File: src/rtl/sys_arr_ctrl.sv
// Sequencer for a WIDTH_HEIGHT x WIDTH_HEIGHT systolic array: weight preload, input feed, output drain.
// Optional weight reuse (skip LOAD_W) is enabled by defining SYS_ARR_CTRL_WREUSE_EN.
//
// state  | meaning
// IDLE   | waiting for start
// LOAD_W | reading WIDTH_HEIGHT weight rows into the array
// FEED   | streaming num_rows+WIDTH_HEIGHT-1 skewed input vectors
// DRAIN  | waiting for the last output-buffer write
module sys_arr_ctrl #(
  parameter int WIDTH_HEIGHT = 4,
  parameter int ADDR_WIDTH   = 8,
  parameter int ROWS_WIDTH   = 8,
  parameter int ARR_LATENCY  = 7
) (
  input  logic                    clk,
  input  logic                    reset,
  input  logic                    start,
`ifdef SYS_ARR_CTRL_WREUSE_EN
  input  logic                    reuse_weights,
`endif
  input  logic [ROWS_WIDTH-1:0]   num_rows,
  input  logic [ADDR_WIDTH-1:0]   weight_base,
  input  logic [ADDR_WIDTH-1:0]   data_base,
  input  logic [ADDR_WIDTH-1:0]   out_base,
  output logic                    weight_ren,
  output logic [ADDR_WIDTH-1:0]   weight_raddr,
  output logic [WIDTH_HEIGHT-1:0] wwrite,
  output logic                    data_ren,
  output logic [ADDR_WIDTH-1:0]   data_raddr,
  output logic                    active,
  output logic                    out_wen,
  output logic [ADDR_WIDTH-1:0]   out_waddr,
  output logic                    busy,
  output logic                    done
);

  localparam int CNT_W = ROWS_WIDTH + 1;

  typedef enum logic [1:0] {IDLE, LOAD_W, FEED, DRAIN} state_t;

  state_t                 state_q, state_d;
  logic [CNT_W-1:0]       cnt_q, cnt_d;
  logic [CNT_W-1:0]       feed_last;
  logic [ROWS_WIDTH-1:0]  num_rows_q, num_rows_d;
  logic [ADDR_WIDTH-1:0]  data_base_q, data_base_d;
  logic                   weight_ren_q, weight_ren_d;
  logic [ADDR_WIDTH-1:0]  weight_raddr_q, weight_raddr_d;
  logic                   wwrite_q, wwrite_d;
  logic                   data_ren_q, data_ren_d;
  logic [ADDR_WIDTH-1:0]  data_raddr_q, data_raddr_d;
  logic [ARR_LATENCY-1:0] pipe_q, pipe_d;
  logic                   out_wen_q, out_wen_d;
  logic [ADDR_WIDTH-1:0]  out_waddr_q, out_waddr_d;
  logic                   busy_q, busy_d;
  logic                   done_q, done_d;
  logic                   reuse_sel;

`ifdef SYS_ARR_CTRL_WREUSE_EN
  assign reuse_sel = reuse_weights;
`else
  assign reuse_sel = 1'b0;
`endif

  // Last feed index F-1 = num_rows + WIDTH_HEIGHT - 2, one bit wider than num_rows.
  assign feed_last = {1'b0, num_rows_q} + CNT_W'(WIDTH_HEIGHT - 2);

  always_comb begin
    state_d        = state_q;
    cnt_d          = cnt_q;
    num_rows_d     = num_rows_q;
    data_base_d    = data_base_q;
    weight_ren_d   = 1'b0;
    weight_raddr_d = weight_raddr_q;
    data_ren_d     = 1'b0;
    data_raddr_d   = data_raddr_q;
    done_d         = 1'b0;
    wwrite_d       = weight_ren_q;
    pipe_d         = {pipe_q[ARR_LATENCY-2:0], data_ren_q};
    out_wen_d      = pipe_q[ARR_LATENCY-1];
    out_waddr_d    = out_wen_q ? out_waddr_q + ADDR_WIDTH'(1) : out_waddr_q;

    case (state_q)
      IDLE: begin
        if (start) begin
          if (num_rows == '0) begin
            done_d = 1'b1;
          end else begin
            num_rows_d  = num_rows;
            data_base_d = data_base;
            out_waddr_d = out_base;
            cnt_d       = '0;
            if (reuse_sel) begin
              state_d      = FEED;
              data_ren_d   = 1'b1;
              data_raddr_d = data_base;
            end else begin
              state_d        = LOAD_W;
              weight_ren_d   = 1'b1;
              weight_raddr_d = weight_base;
            end
          end
        end
      end
      LOAD_W: begin
        if (cnt_q == CNT_W'(WIDTH_HEIGHT - 1)) begin
          state_d      = FEED;
          cnt_d        = '0;
          data_ren_d   = 1'b1;
          data_raddr_d = data_base_q;
        end else begin
          cnt_d          = cnt_q + CNT_W'(1);
          weight_ren_d   = 1'b1;
          weight_raddr_d = weight_raddr_q + ADDR_WIDTH'(1);
        end
      end
      FEED: begin
        if (cnt_q == feed_last) begin
          state_d = DRAIN;
        end else begin
          cnt_d        = cnt_q + CNT_W'(1);
          data_ren_d   = 1'b1;
          data_raddr_d = data_raddr_q + ADDR_WIDTH'(1);
        end
      end
      DRAIN: begin
        // Final write is on the bus and nothing remains in flight.
        if (out_wen_q && (pipe_q == '0)) begin
          state_d = IDLE;
          done_d  = 1'b1;
        end
      end
      default: state_d = IDLE;
    endcase

    busy_d = (state_d != IDLE);
  end

  always_ff @(posedge clk) begin
    if (reset) begin
      state_q        <= IDLE;
      cnt_q          <= '0;
      num_rows_q     <= '0;
      data_base_q    <= '0;
      weight_ren_q   <= 1'b0;
      weight_raddr_q <= '0;
      wwrite_q       <= 1'b0;
      data_ren_q     <= 1'b0;
      data_raddr_q   <= '0;
      pipe_q         <= '0;
      out_wen_q      <= 1'b0;
      out_waddr_q    <= '0;
      busy_q         <= 1'b0;
      done_q         <= 1'b0;
    end else begin
      state_q        <= state_d;
      cnt_q          <= cnt_d;
      num_rows_q     <= num_rows_d;
      data_base_q    <= data_base_d;
      weight_ren_q   <= weight_ren_d;
      weight_raddr_q <= weight_raddr_d;
      wwrite_q       <= wwrite_d;
      data_ren_q     <= data_ren_d;
      data_raddr_q   <= data_raddr_d;
      pipe_q         <= pipe_d;
      out_wen_q      <= out_wen_d;
      out_waddr_q    <= out_waddr_d;
      busy_q         <= busy_d;
      done_q         <= done_d;
    end
  end

  assign weight_ren   = weight_ren_q;
  assign weight_raddr = weight_raddr_q;
  assign wwrite       = {WIDTH_HEIGHT{wwrite_q}};
  assign data_ren     = data_ren_q;
  assign data_raddr   = data_raddr_q;
  assign active       = pipe_q[0];
  assign out_wen      = out_wen_q;
  assign out_waddr    = out_waddr_q;
  assign busy         = busy_q;
  assign done         = done_q;

endmodule
File: config.mk
export PLATFORM = sky130hd
export DESIGN_NAME = sys_arr_ctrl
export DESIGN_NICKNAME = d
export VERILOG_FILES = /design/src/rtl/sys_arr_ctrl.sv
export SDC_FILE = /design/constraint.sdc
export NUM_CORES = 1
export LEC_CHECK = 0
export CORE_MARGIN = 2
export CORE_UTILIZATION = 54
export CTS_BUF_LIST = sky130_fd_sc_hd__clkbuf_4 sky130_fd_sc_hd__clkbuf_8
export DETAILED_ROUTE_END_ITERATION = 12
export PLACE_DENSITY_LB_ADDON = 0.25
export SETUP_SLACK_MARGIN = 0.5
export SLEW_MARGIN = 20
export SYNTH_ARGS = -nofsm -noshare
export SYNTH_HDL_FRONTEND = slang
export SYNTH_SLANG_ARGS = --single-unit
export TNS_END_PERCENT = 50
File: constraint.sdc
create_clock -name clk -period 3.2 [get_ports clk]
set_input_delay 0.64 -clock clk [delete_from_list [all_inputs] [get_ports clk]]
set_output_delay 0.64 -clock clk [all_outputs]
set_load 0.03 [all_outputs]
Word level (Yosys, flattened, before mapping)
Index checks and enable logic that the tools add are counted.
{ "word_totals": {"latch_bits": 0, "word_cells": 75, "ff_bits": 64, "memories": 0, "ramBits": 0, "output_inout_bits": 34, "romBits": 0, "in_bits": 35} }
{ "op_classes": {"n_lt_le_gt_ge": 0, "mux": 33, "mul": 0, "n_eq_ne": 10, "add_sub_neg": 5, "n_bitwise": 1, "reduce_logical": 12, "n_shift": 0, "div": 0} }
{ "op_table": {"columns": ["operator", "n"], "rows": [
  ["$mux 8", 9],
  ["$mux 9", 4],
  ["$pmux 8 s2", 2],
  ["$pmux 9 s3", 1],
  ["$add 8x1->8 const B", 3],
  ["$mux 2", 5],
  ["$ne 2x2->1 const B", 5],
  ["$add 8x2->9 const B", 1],
  ["$add 9x1->9 const B", 1],
  ["$eq 9x2->1 const B", 1],
  ["$eq 9x9->1", 1],
  ["$logic_not 8->1", 1],
  ["$mux 1", 8],
  ["$pmux 2 s4", 1],
  ["$reduce_and 4->1", 2],
  ["$logic_not 7->1", 1],
  ["$pmux 1 s2", 3],
  ["$reduce_and 3->1", 2],
  ["$reduce_bool 2->1", 3],
  ["$eq 2x2->1 const B", 2],
  ["$reduce_bool 3->1", 1],
  ["$eq 2x1->1 const B", 1],
  ["$logic_not 2->1", 1],
  ["$logic_and 1x1->1", 1],
  ["$not 1->1", 1]
]} }

Logic depth before layout (Yosys ltp)
Gate-level depths: netlist of run 1.
{ "logic_depth": {"word_depth": 5, "depth_mapped": 9, "ltp_nobuf": 7} }

Worst setup path before layout of run 1
No wires, ideal clock.
{ "synth_timing": {"path_type": "register to register", "startpoint": "register cnt_q[7]", "endpoint": "register busy_q (netlist: busy)", "path_buffers": 2, "stages_incl_launch_ff": 8, "slack_ns": 0.917, "setup_time_ns": 0.130, "t_required_ns": 3.070, "period_less_slack_ns": 2.283, "t_arrival_ns": 2.152, "cell_sequence": "dfxtp_1 > buf_2 > or4_1 > o41a_1 > buf_6 > or3_1 > a221oi_2 > o22ai_1"} }
{ "synth_via": {"elab_chain_len": 4, "word_cells_on_any_way": 6, "classes_between": "2 x eq/ne; 3 x mux; 1 x reduce/logical"} }
{ "synth_lines": {"columns": ["item", "line_no", "rtl"], "rows": [
  ["start, declared", "42", "logic [CNT_W-1:0] cnt_q, cnt_d;"],
  ["start signal, assigned", "156", "cnt_q <= cnt_d;"],
  ["$eq 9x9->1 or $eq 9x2->1 (tied branches)", "117, 105", null],
  ["$mux 2 (on tied branches)", "117, 105", null],
  ["$pmux 2 s4 *", "82", "case (state_q)"],
  ["$reduce_bool 2->1 *", "135", "busy_d = (state_d != IDLE);"],
  ["end signal, assigned", "167", "busy_q <= busy_d;"],
  ["end, declared", "54", "logic busy_q, busy_d;"]
]} }
Mark *: on every way between the ends. The rest lies on a longest branch, timed or not.
A chain may end at the register's enable or synchronous reset.

Worst setup path after layout of run 1
{ "layout_timing": {"startpoint": "register cnt_q[6]", "endpoint": "register busy_q (netlist: busy)"} }
Same word-level chain as after synthesis.

==> results.tsv, run 1 <==
stage	metric	value	unit
setup_path	cp.arrival	2.73	ns
drt	wl_per_cell	15.53	um
place	post_dp_cell_area	4213	um^2
power_and_ir_drop	power	2.114	mW
power_and_ir_drop	p_leak	1.575	nW
finish	layout_commonest_cell	clkdlybuf4s50_1	
setup_path	critical_path_depth	6	
logic_synthesis	synth_top_area_frac	0.3652	
setup_path	crit_family	simple AND/OR/NAND/NOR gates	
logic_synthesis	syn_avg_cell_area	8.047	um^2
finish	stdcell_area	4448	um^2
finish	syn_to_final_growth	26.78	%
global_routing	antenna_found_initial	0	
logic_synthesis	syn_nets	481	
setup_path	cp_slowest_cell	or4_1	
drt	viasPerCell	6.184	
setup_path	cp_max_fo	12	
drt	wirelength	8.929	mm
timing	hold_viol_final	0	
finish	diodes	0	
drt	dr.pass1.iters	5	
timing	max_freq	0.4007	GHz
logic_synthesis	synth_ff_type	dfxtp_1	
clock_tree	root_buffer	clkbuf_8	
timing	holdWs	0.4639	ns
clock_tree	cts_buffers	9	
place	place.gp.congestion	0.8214	
run_status	status	complete, no violations	
setup_path	startpoint_type	flop	
global_routing	grt_pass1_wl	14.78	mm
global_routing	global_route.usage.met2	0.4345	
drt	vias	3556	
timing	clock_skew	0.008816	ns
power_and_ir_drop	vdd_drop_max	0.2980	mV
die	dieWidth	84.61	um
logic_synthesis	synth_seq_cells	64	
power_and_ir_drop	power_density	475.2	nW/um^2
drt	drt_iter0_markers	245	
setup_path	path_buf_inv	1	
finish	layout_common_cells	67 x clkdlybuf4s50_1, 64 x dfxtp_1, 59 x nand2_1	
global_routing	overflow	0	
worst_hold_path	min_path_cells	2	
setup_path	crit_type	flop to flop	
logic_synthesis	synth-edff-count	0	
setup_path	endpoint_kind	flop	
place	place_hpwl	6.000	mm
finish	drive_gt1_frac	0.08233	
global_routing	grt_use_met3	0.06293	
drt	drcViolationCount	0	
setup_path	crit_path_cell_trace	or4_1 > o41a_1 > buf_4 > or3_1 > a221oi_2 > o22ai_1	
global_routing	first_global_vias	3226	
global_routing	grt_start_max_net_pins	32	
timing	period_needed	2.496	ns
global_routing	gr-usage-all-layers	0.2542	
clock_tree	h-tree-depth	3	
logic_synthesis	yosys.area.top_type	dfxtp_1	
timing	drv_slew	0	
finish	nFillCells	520	
timing	tightest_slew	0.7832	ns
setup_path	r2r_cells	6	
setup_path	slowest_delay	0.57	ns
die	io-pin-count	69	
timing	setup_viol	0	
die	die-area	7158	um^2
die	placementRows	29	
timing	min_period_over_period	0.7799	
clock_tree	cts.sinks	64	
place	port_buffers	68	
clock_tree	clock_latency	0.36	ns
setup_path	crit_required	3.44	ns
logic_synthesis	synth_area_leaders	dfxtp_1 37%, nand2_1 6.3%, a21oi_1 5.1%, ha_1 3.6%, nor2_1 3.4%	
drt	antenna_left	0	
logic_synthesis	netlist_area	3508	um^2
worst_hold_path	hold_path_class	flop to flop	
die	start_util	0.5557	
timing	rsz0062_at_grt	false	
global_routing	met1_usage	0.3156	
die	core-area	6314	um^2
clock_tree	clock_path_buffers	2	
flow_run	maxCapViolCount	0	
global_routing	grt-busiest-layer	met2	
timing	setup_tns	0	ns
logic_synthesis	postSynthCellCount	436	
timing	max_slew_margin	0.4723	
die	die_height	84.61	um
logic_synthesis	ys_seq_area_frac	0.3652	
logic_synthesis	ys_async_sr_fraction	0	
clock_tree	cts_tree	built	
logic_synthesis	synth_cell_types	59	
logic_synthesis	yosysWarnings	0	
clock_tree	clk_pin_slew	0.08	ns
finish	nets	538	
## power breakdown
| part | switching [mW] | internal [mW] | total, mW |
|---|---|---|---|
| registers | 0.0460 | 0.840 | 0.886 |
| clock network | 0.345 | 0.464 | 0.809 |
| logic | 0.238 | 0.181 | 0.419 |
## registers in the layout, indices dropped and copies added, names as in the netlist, 2 cells and up
signal,count
cnt_q,9
data_base_q,8
data_raddr,8
num_rows_q,8
out_waddr,8
weight_raddr,8
pipe_q,7
state_q,2
## what timing repair did
item	CTS	global route
hold buffers	0	0
setup endpoints to repair	1	0
setup buffers	0	0
resized for setup	1	0
## synthesized netlist by cell type (all sizes together) (7+ instances only)
cell type / number
a211oi: 12
a21boi: 8
a21oi: 36
buf: 8
clkbuf: 25
dfxtp: 64
ha: 10
nand2: 59
nand2b: 12
nand3: 12
nor2: 32
nor2b: 13
nor3: 10
o211ai: 7
o21ai: 16
xnor2: 8
xor2: 7
## worst paths after layout
check | to | slack, ns | startpoint
max | busy | 0.70 | cnt_q[6]
min reg2reg | data_base_q[1] | 0.46 | data_base_q[1]
min | data_base_q[1] | 0.46 | data_base_q[1]
max reg2reg | busy | 0.70 | cnt_q[6]
## worst register-to-register path, cell delays in order, from the launching register on
cell and delay, ns:
dfxtp_1 0.43, or4_1 0.57, o41a_1 0.42, buf_4 0.20
or3_1 0.36, a221oi_2 0.27, o22ai_1 0.13
## final cells by class
class	count	area (um^2)	share of cell area
multi-input cells	332	2057	0.4624
flip-flops and latches	64	1281	0.2880
repair buffers	79	758.2	0.1705
clock buffers	10	137.6	0.03094
well taps	77	96.34	0.02166
clock inverters	6	91.34	0.02053
inverters	7	26.28	0.005907
## per-stage QoR
stage | cells | setup slack (ns) | util
after global placement | 559 | 0.3996 | 0.6673
after detailed placement | 559 | 0.2071 | 0.6673
after CTS | 575 | 0.7153 | 0.7045
after global routing | 575 | 0.5279 | 0.7045
after floorplan | 436 | 0.9175 | -
final | 575 | 0.7043 | 0.7045
## metal layers
layer  vias to the layer above  wire (um)
li1                       1704          -
met1                      1672       3828
met2                       163       4297
met3                        17        630
met4                         0        173
met5                         -          0
## cell families after synthesis
| family | after synthesis | synth area share |
|---|---|---|
| XOR/XNOR | 15 | 0.03745 |
| adder cells (fa/ha/maj) | 10 | 0.03566 |
| multiplexers | 5 | 0.01462 |
| AO/OA/AOI/OAI | 134 | 0.2657 |
| buffers and inverters | 40 | 0.05028 |
| flip-flops | 64 | 0.3652 |
| AND/OR/NAND/NOR | 168 | 0.2311 |
Power figures use the tool's default switching activity.
==> run 2, diff against run 1 <==
- CORE_UTILIZATION: 54 -> 48
- clock period: 3.2 -> 2.2 ns (I/O delays scaled with it)
==> run 2 against run 1 <==
Global-route usage grew 1.1 points; sequential power grew 46%; flip-flop and latch count is the same; fmax grew 15%; clock power grew 50%; critical path type unchanged; critical endpoint is now data_raddr[2]; largest cell class unchanged; largest power group unchanged.
==> results.tsv, run 2 (synthesis results as in run 1) <==
stage	metric	value	unit
timing	setup_viol	0	
die	io-pin-count	69	
finish	largest_reg_flops	9	
power_and_ir_drop	swShare	0.2932	
die	die_height	89.50	um
die	dieWidth	89.50	um
power_and_ir_drop	power_frac_clock	0.360	
power_and_ir_drop	power	3.356	mW
timing	period_needed	2.174	ns
place	place.gp.congestion	0.9318	
clock_tree	clk_pin_slew	0.07	ns
timing	rsz0062_at_grt	true	
drt	antenna_left	0	
setup_path	path_buf_inv	0	
clock_tree	cts_tree	built	
clock_tree	cts_buffers	9	
finish	layout_commonest_cell	nand2_1	
die	die-area	8009	um^2
clock_tree	clock_latency	0.34	ns
clock_tree	root_buffer	clkbuf_8	
drt	viasPerCell	5.926	
timing	max_freq	0.4599	GHz
timing	min_period_over_period	0.9883	
die	start_util	0.4889	
power_and_ir_drop	power_density	621.6	nW/um^2
place	place_hpwl	6.759	mm
global_routing	grt_pass1_wl	16.30	mm
setup_path	crit_type	flop to flop	
drt	wl_per_cell	17.21	um
global_routing	antenna_found_initial	0	
finish	diodes	0	
drt	vias	3840	
clock_tree	h-tree-depth	3	
place	port_buffers	68	
drt	drcViolationCount	0	
power_and_ir_drop	p_seq_frac	0.385	
finish	syn_to_final_growth	53.89	%
finish	nets	589	
setup_path	crit_path_cell_trace	ha_4 > or4_4 > a31o_4 > a31o_4 > o21ai_4 > o32ai_1	
drt	drt_iter0_markers	296	
setup_path	slowest_delay	0.51	ns
timing	clock_skew	0.006841	ns
die	placementRows	31	
global_routing	grt_start_max_net_pins	36	
drt	dr.pass1.iters	6	
finish	layout_common_cells	58 x nand2_1, 56 x dfxtp_1, 48 x buf_4	
setup_path	startpoint_type	flop	
power_and_ir_drop	internal_power	2.372	mW
drt	wirelength	11.16	mm
setup_path	cp_slowest_cell	or4_4	
timing	hold_viol_final	0	
clock_tree	clock_path_buffers	2	
die	core-area	7176	um^2
timing	finalWorstSetupSlack	0.02565	ns
setup_path	crit_required	2.41	ns
timing	tightest_slew	0.7022	ns
finish	stdcell_area	5399	um^2
setup_path	cp.arrival	2.38	ns
global_routing	overflow	0	
power_and_ir_drop	switching_power	984.0	uW
worst_hold_path	hold_path_class	flop to flop	
setup_path	endpoint_kind	flop	
clock_tree	cts.sinks	64	
setup_path	cp_max_fo	7	
timing	holdWs	0.4572	ns
finish	drive_gt1_frac	0.2532	
global_routing	first_global_vias	3471	
place	post_dp_cell_area	4612	um^2
power_and_ir_drop	p_leak	2.362	nW
timing	drv_slew	0	
global_routing	gr-usage-all-layers	0.2648	
power_and_ir_drop	vdd_drop_max	0.4941	mV
flow_run	maxCapViolCount	0	
place	pre_cts_slack	-0.1658	ns
setup_path	crit_top_cell	a31o_4	
timing	max_slew_margin	0.5319	
power_and_ir_drop	combPwrFrac	0.256	
setup_path	crit_family	compound AO/OA/AOI/OAI gates	
finish	largest_register	cnt_q	
run_status	status	complete, no violations	
clock_tree	hold_buffers	0	
finish	nFillCells	514	
## run 2: per-layer routing
metal / track usage / wire [um] / share of wire / up-vias
li1: - / - / - / 1805
met1: 0.3326 / 4570 / 0.41 / 1834
met2: 0.4364 / 5616 / 0.50 / 171
met3: 0.06464 / 635 / 0.057 / 30
met4: 0.1058 / 333 / 0.030 / 0
met5: 0 / 0 / 0 / -
## run 2: final cells by class
cell class	count	area, um^2	area share
Timing Repair Buffer	130	1359	0.2517
Clock inverter	4	75.07	0.01390
Sequential cell	64	1296	0.2401
Tap cell	99	123.9	0.02294
Multi-Input combinational cell	332	2354	0.4359
Inverter	7	26.28	0.004867
Clock buffer	12	165.2	0.03059
## run 2: final timing paths
path                                       end  cells after the start  slack, ns            from
worst max-delay path             data_raddr[2]                      6       0.03   num_rows_q[1]
worst min-delay path            data_base_q[4]                      2       0.46  data_base_q[4]
worst max register to register   data_raddr[2]                      6       0.03   num_rows_q[1]
worst min register to register  data_base_q[4]                      2       0.46  data_base_q[4]
## run 2: what timing repair did
item	CTS	global route
gates cloned	4	1
endpoints found under the setup margin	88	74
resized for setup	55	59
pin swaps	13	15
buffers inserted	5	3
## run 2: per-stage QoR
| step | util | setup TNS, ns | cells |
|---|---|---|---|
| after floorplan | - | 0 | 436 |
| after global placement | 0.6427 | -0.1635 | 619 |
| after detailed placement | 0.6427 | -0.7958 | 619 |
| after global routing | 0.7524 | -0.1084 | 648 |
| after CTS | 0.7184 | 0 | 644 |
| final | 0.7524 | 0 | 648 |
## run 2: power by group through the flow
| stage | clock (mW) | combinational (mW) | sequential [mW] |
|---|---|---|---|
| 2_1_floorplan | 0 | 0.320 | 1.38 |
| 3_3_place_gp | 0 | 0.671 | 1.31 |
| 3_5_place_dp | 0 | 0.685 | 1.31 |
| 4_1_cts | 1.21 | 0.799 | 1.29 |
| 5_1_grt | 1.27 | 0.910 | 1.30 |
| 6_report | 1.21 | 0.859 | 1.29 |
## run 2: worst min-delay path: stages (launching register included)
cell and delay, ns:
dfxtp_1 0.31, nand2_1 0.05, a21oi_1 0.05
==> run 3, diff against run 2 <==
- CTS_CLUSTER_SIZE: default -> 20
- GPL_ROUTABILITY_DRIVEN: default -> 0
==> run 3 against run 2 <==
First-iteration DRC count grew 40%; setup slack lost 0.010 ns; clock skew grew 0.0020 ns; clock power shrank 7%; utilization shrank 0.82 points; via count shrank 3.6%; critical path depth grew 1; cell area shrank 1.1%; fmax shrank 0.46%; sequential share of layout area grew 0.29 points; non-clock buffer count shrank 1; largest cell class unchanged; die area is the same.
==> results.tsv, run 3 (synthesis results as in run 1) <==
stage	metric	value	unit
run_status	status	complete, no violations	
finish	largest_register	cnt_q	
die	core-area	7176	um^2
place	place_inst	616	
finish	nFillCells	512	
worst_hold_path	hold_path_class	flop to flop	
drt	antenna_left	0	
finish	largest_reg_flops	9	
drt	wirelength	10.45	mm
drt	vias	3700	
timing	min_period_over_period	0.9929	
clock_tree	cts_tree	built	
finish	nets	588	
flow_run	maxCapViolCount	0	
setup_path	cp.arrival	2.43	ns
setup_path	cp_slowest_cell	or4_1	
drt	drcViolationCount	0	
setup_path	slowest_delay	0.53	ns
die	start_util	0.4889	
timing	max_slew_margin	0.6052	
power_and_ir_drop	p_leak	2.311	nW
power_and_ir_drop	swShare	0.3051	
drt	wl_met1	4.515	mm
setup_path	regToRegSetupSlack	0.02	ns
clock_tree	root_buffer	clkbuf_8	
global_routing	grt_start_max_net_pins	33	
global_routing	gr-usage-all-layers	0.2453	
clock_tree	clk_pin_slew	0.08	ns
timing	tightest_slew	0.5922	ns
power_and_ir_drop	power	3.216	mW
setup_path	reg2reg_to	cnt_q[3]	
setup_path	path_buf_inv	1	
setup_path	cp_max_fo	6	
timing	period_needed	2.184	ns
timing	hold_viol_final	0	
timing	setup_viol	0	
global_routing	first_global_vias	3337	
setup_path	endpoint_kind	flop	
clock_tree	h-tree-depth	3	
timing	clock_skew	0.008884	ns
setup_path	crit_required	2.44	ns
timing	setup_tns	0	ns
worst_hold_path	min_to	wwrite_q	
finish	layout_commonest_cell	nand2_1	
place	port_buffers	68	
drt	dr.pass1.iters	5	
power_and_ir_drop	switching_power	981.1	uW
setup_path	startpoint_type	flop	
die	die-area	8009	um^2
clock_tree	cts.sinks	64	
power_and_ir_drop	combPwrFrac	0.249	
clock_tree	clock_path_buffers	2	
global_routing	overflow	0	
finish	layout_common_cells	58 x nand2_1, 55 x dfxtp_1, 48 x buf_4	
global_routing	antenna_found_initial	0	
global_routing	grt_pass1_wl	15.43	mm
timing	rsz0062_at_grt	true	
worst_hold_path	hold_start	weight_ren	
drt	top_layer_used	met4	
power_and_ir_drop	internal_power	2.235	mW
power_and_ir_drop	power_density	602.2	nW/um^2
die	die_height	89.50	um
power_and_ir_drop	power_frac_clock	0.351	
die	placementRows	31	
drt	viasPerCell	5.719	
clock_tree	hold_buffers	0	
timing	max_freq	0.4578	GHz
drt	wl_per_cell	16.15	um
finish	regArea	1297	um^2
finish	final_cells	647	
setup_path	r2r-start	num_rows_q[1]	
clock_tree	clock_latency	0.35	ns
drt	drt_iter0_markers	415	
finish	multi_input_area	2412	um^2
place	pre_cts_slack	-0.06703	ns
finish	fin_util	0.7442	
power_and_ir_drop	vdd_drop_max	0.4714	mV
power_and_ir_drop	p_seq_frac	0.400	
finish	drive_gt1_frac	0.2573	
drt	wl_met3	561	um
drt	met2WireLength	5.134	mm
setup_path	r2r_cells	7	
die	io-pin-count	69	
finish	syn_to_final_growth	52.21	%
die	dieWidth	89.50	um
setup_path	crit_type	flop to flop	
timing	finalWorstSetupSlack	0.01552	ns
timing	drv_slew	0	
place	place_hpwl	6.478	mm
clock_tree	cts_buffers	9	
finish	diodes	0	
worst_hold_path	min_path_cells	1	
setup_path	crit_family	compound AO/OA/AOI/OAI gates	
setup_path	crit_path_cell_trace	ha_4 > or4_1 > a31o_2 > a31oi_4 > buf_6 > a2111oi_1 > o21ba_1	
==> run 3: cell count changes in the layout (fill, tap and decap cells not counted), sizes merged <==
| cell | delta |
|---|---|
| clkbuf | -2 |
| clkinv | +2 |
| clkinvlp | +1 |
| dlygate4sd2 | +1 |
| buf | -1 |
| clkdlybuf4s15 | -2 |
==> run 3: worst max path at each step <==
stage / start / endpoint / slack, ns / cells after the start
5_1_grt: cnt_q[7] / cnt_q[4] / -0.07 / 7
3_3_place_gp: num_rows[3] / cnt_q[3] / -0.06 / 8
4_1_cts: num_rows_q[1] / data_raddr[6] / 0.08 / 7
6_report: num_rows_q[1] / cnt_q[3] / 0.02 / 7
2_1_floorplan: cnt_q[7] / busy / 0.04 / 7
3_5_place_dp: num_rows[3] / cnt_q[3] / -0.07 / 8
==> run 3: repair_timing <==
action                                  CTS  global route
endpoints found under the hold margin     0             0
resized for setup                        43            79
pin swaps                                13            15
endpoints found under the setup margin   88            74
gates cloned                              3             3
setup buffers                             3             6
==> run 3: power groups by stage <==
stage	combinational, mW	sequential (mW)	clock, mW
2_1_floorplan	0.320	1.38	0
3_3_place_gp	0.649	1.31	0
3_5_place_dp	0.657	1.31	0
4_1_cts	0.710	1.28	1.15
5_1_grt	0.853	1.29	1.20
6_report	0.801	1.29	1.13
==> run 3: per-stage QoR <==
stage	instance area, um^2	hold WS, ns
2_1_floorplan	3580	0.4338
3_3_place_gp	4564	0.4471
3_5_place_dp	4564	0.4505
4_1_cts	4937	0.4615
5_1_grt	5340	0.4781
6_report	5340	0.4579
==> run 3: final cells by class <==
| cell class | count | share of cell area |
|---|---|---|
| multi-input combinational | 332 | 0.4517 |
| clock buffer | 9 | 0.02320 |
| timing repair buffer | 129 | 0.2359 |
| inverter | 7 | 0.004920 |
| clock inverter | 7 | 0.01804 |
| tap | 99 | 0.02320 |
| sequential | 64 | 0.2430 |
==> run 3: routing by layer <==
| layer | track usage | up-vias |
|---|---|---|
| met4 | 0.09905 | 0 |
| met1 | 0.3111 | 1745 |
| met3 | 0.06279 | 29 |
| met5 | 0 | - |
| met2 | 0.3980 | 121 |
| li1 | - | 1805 |
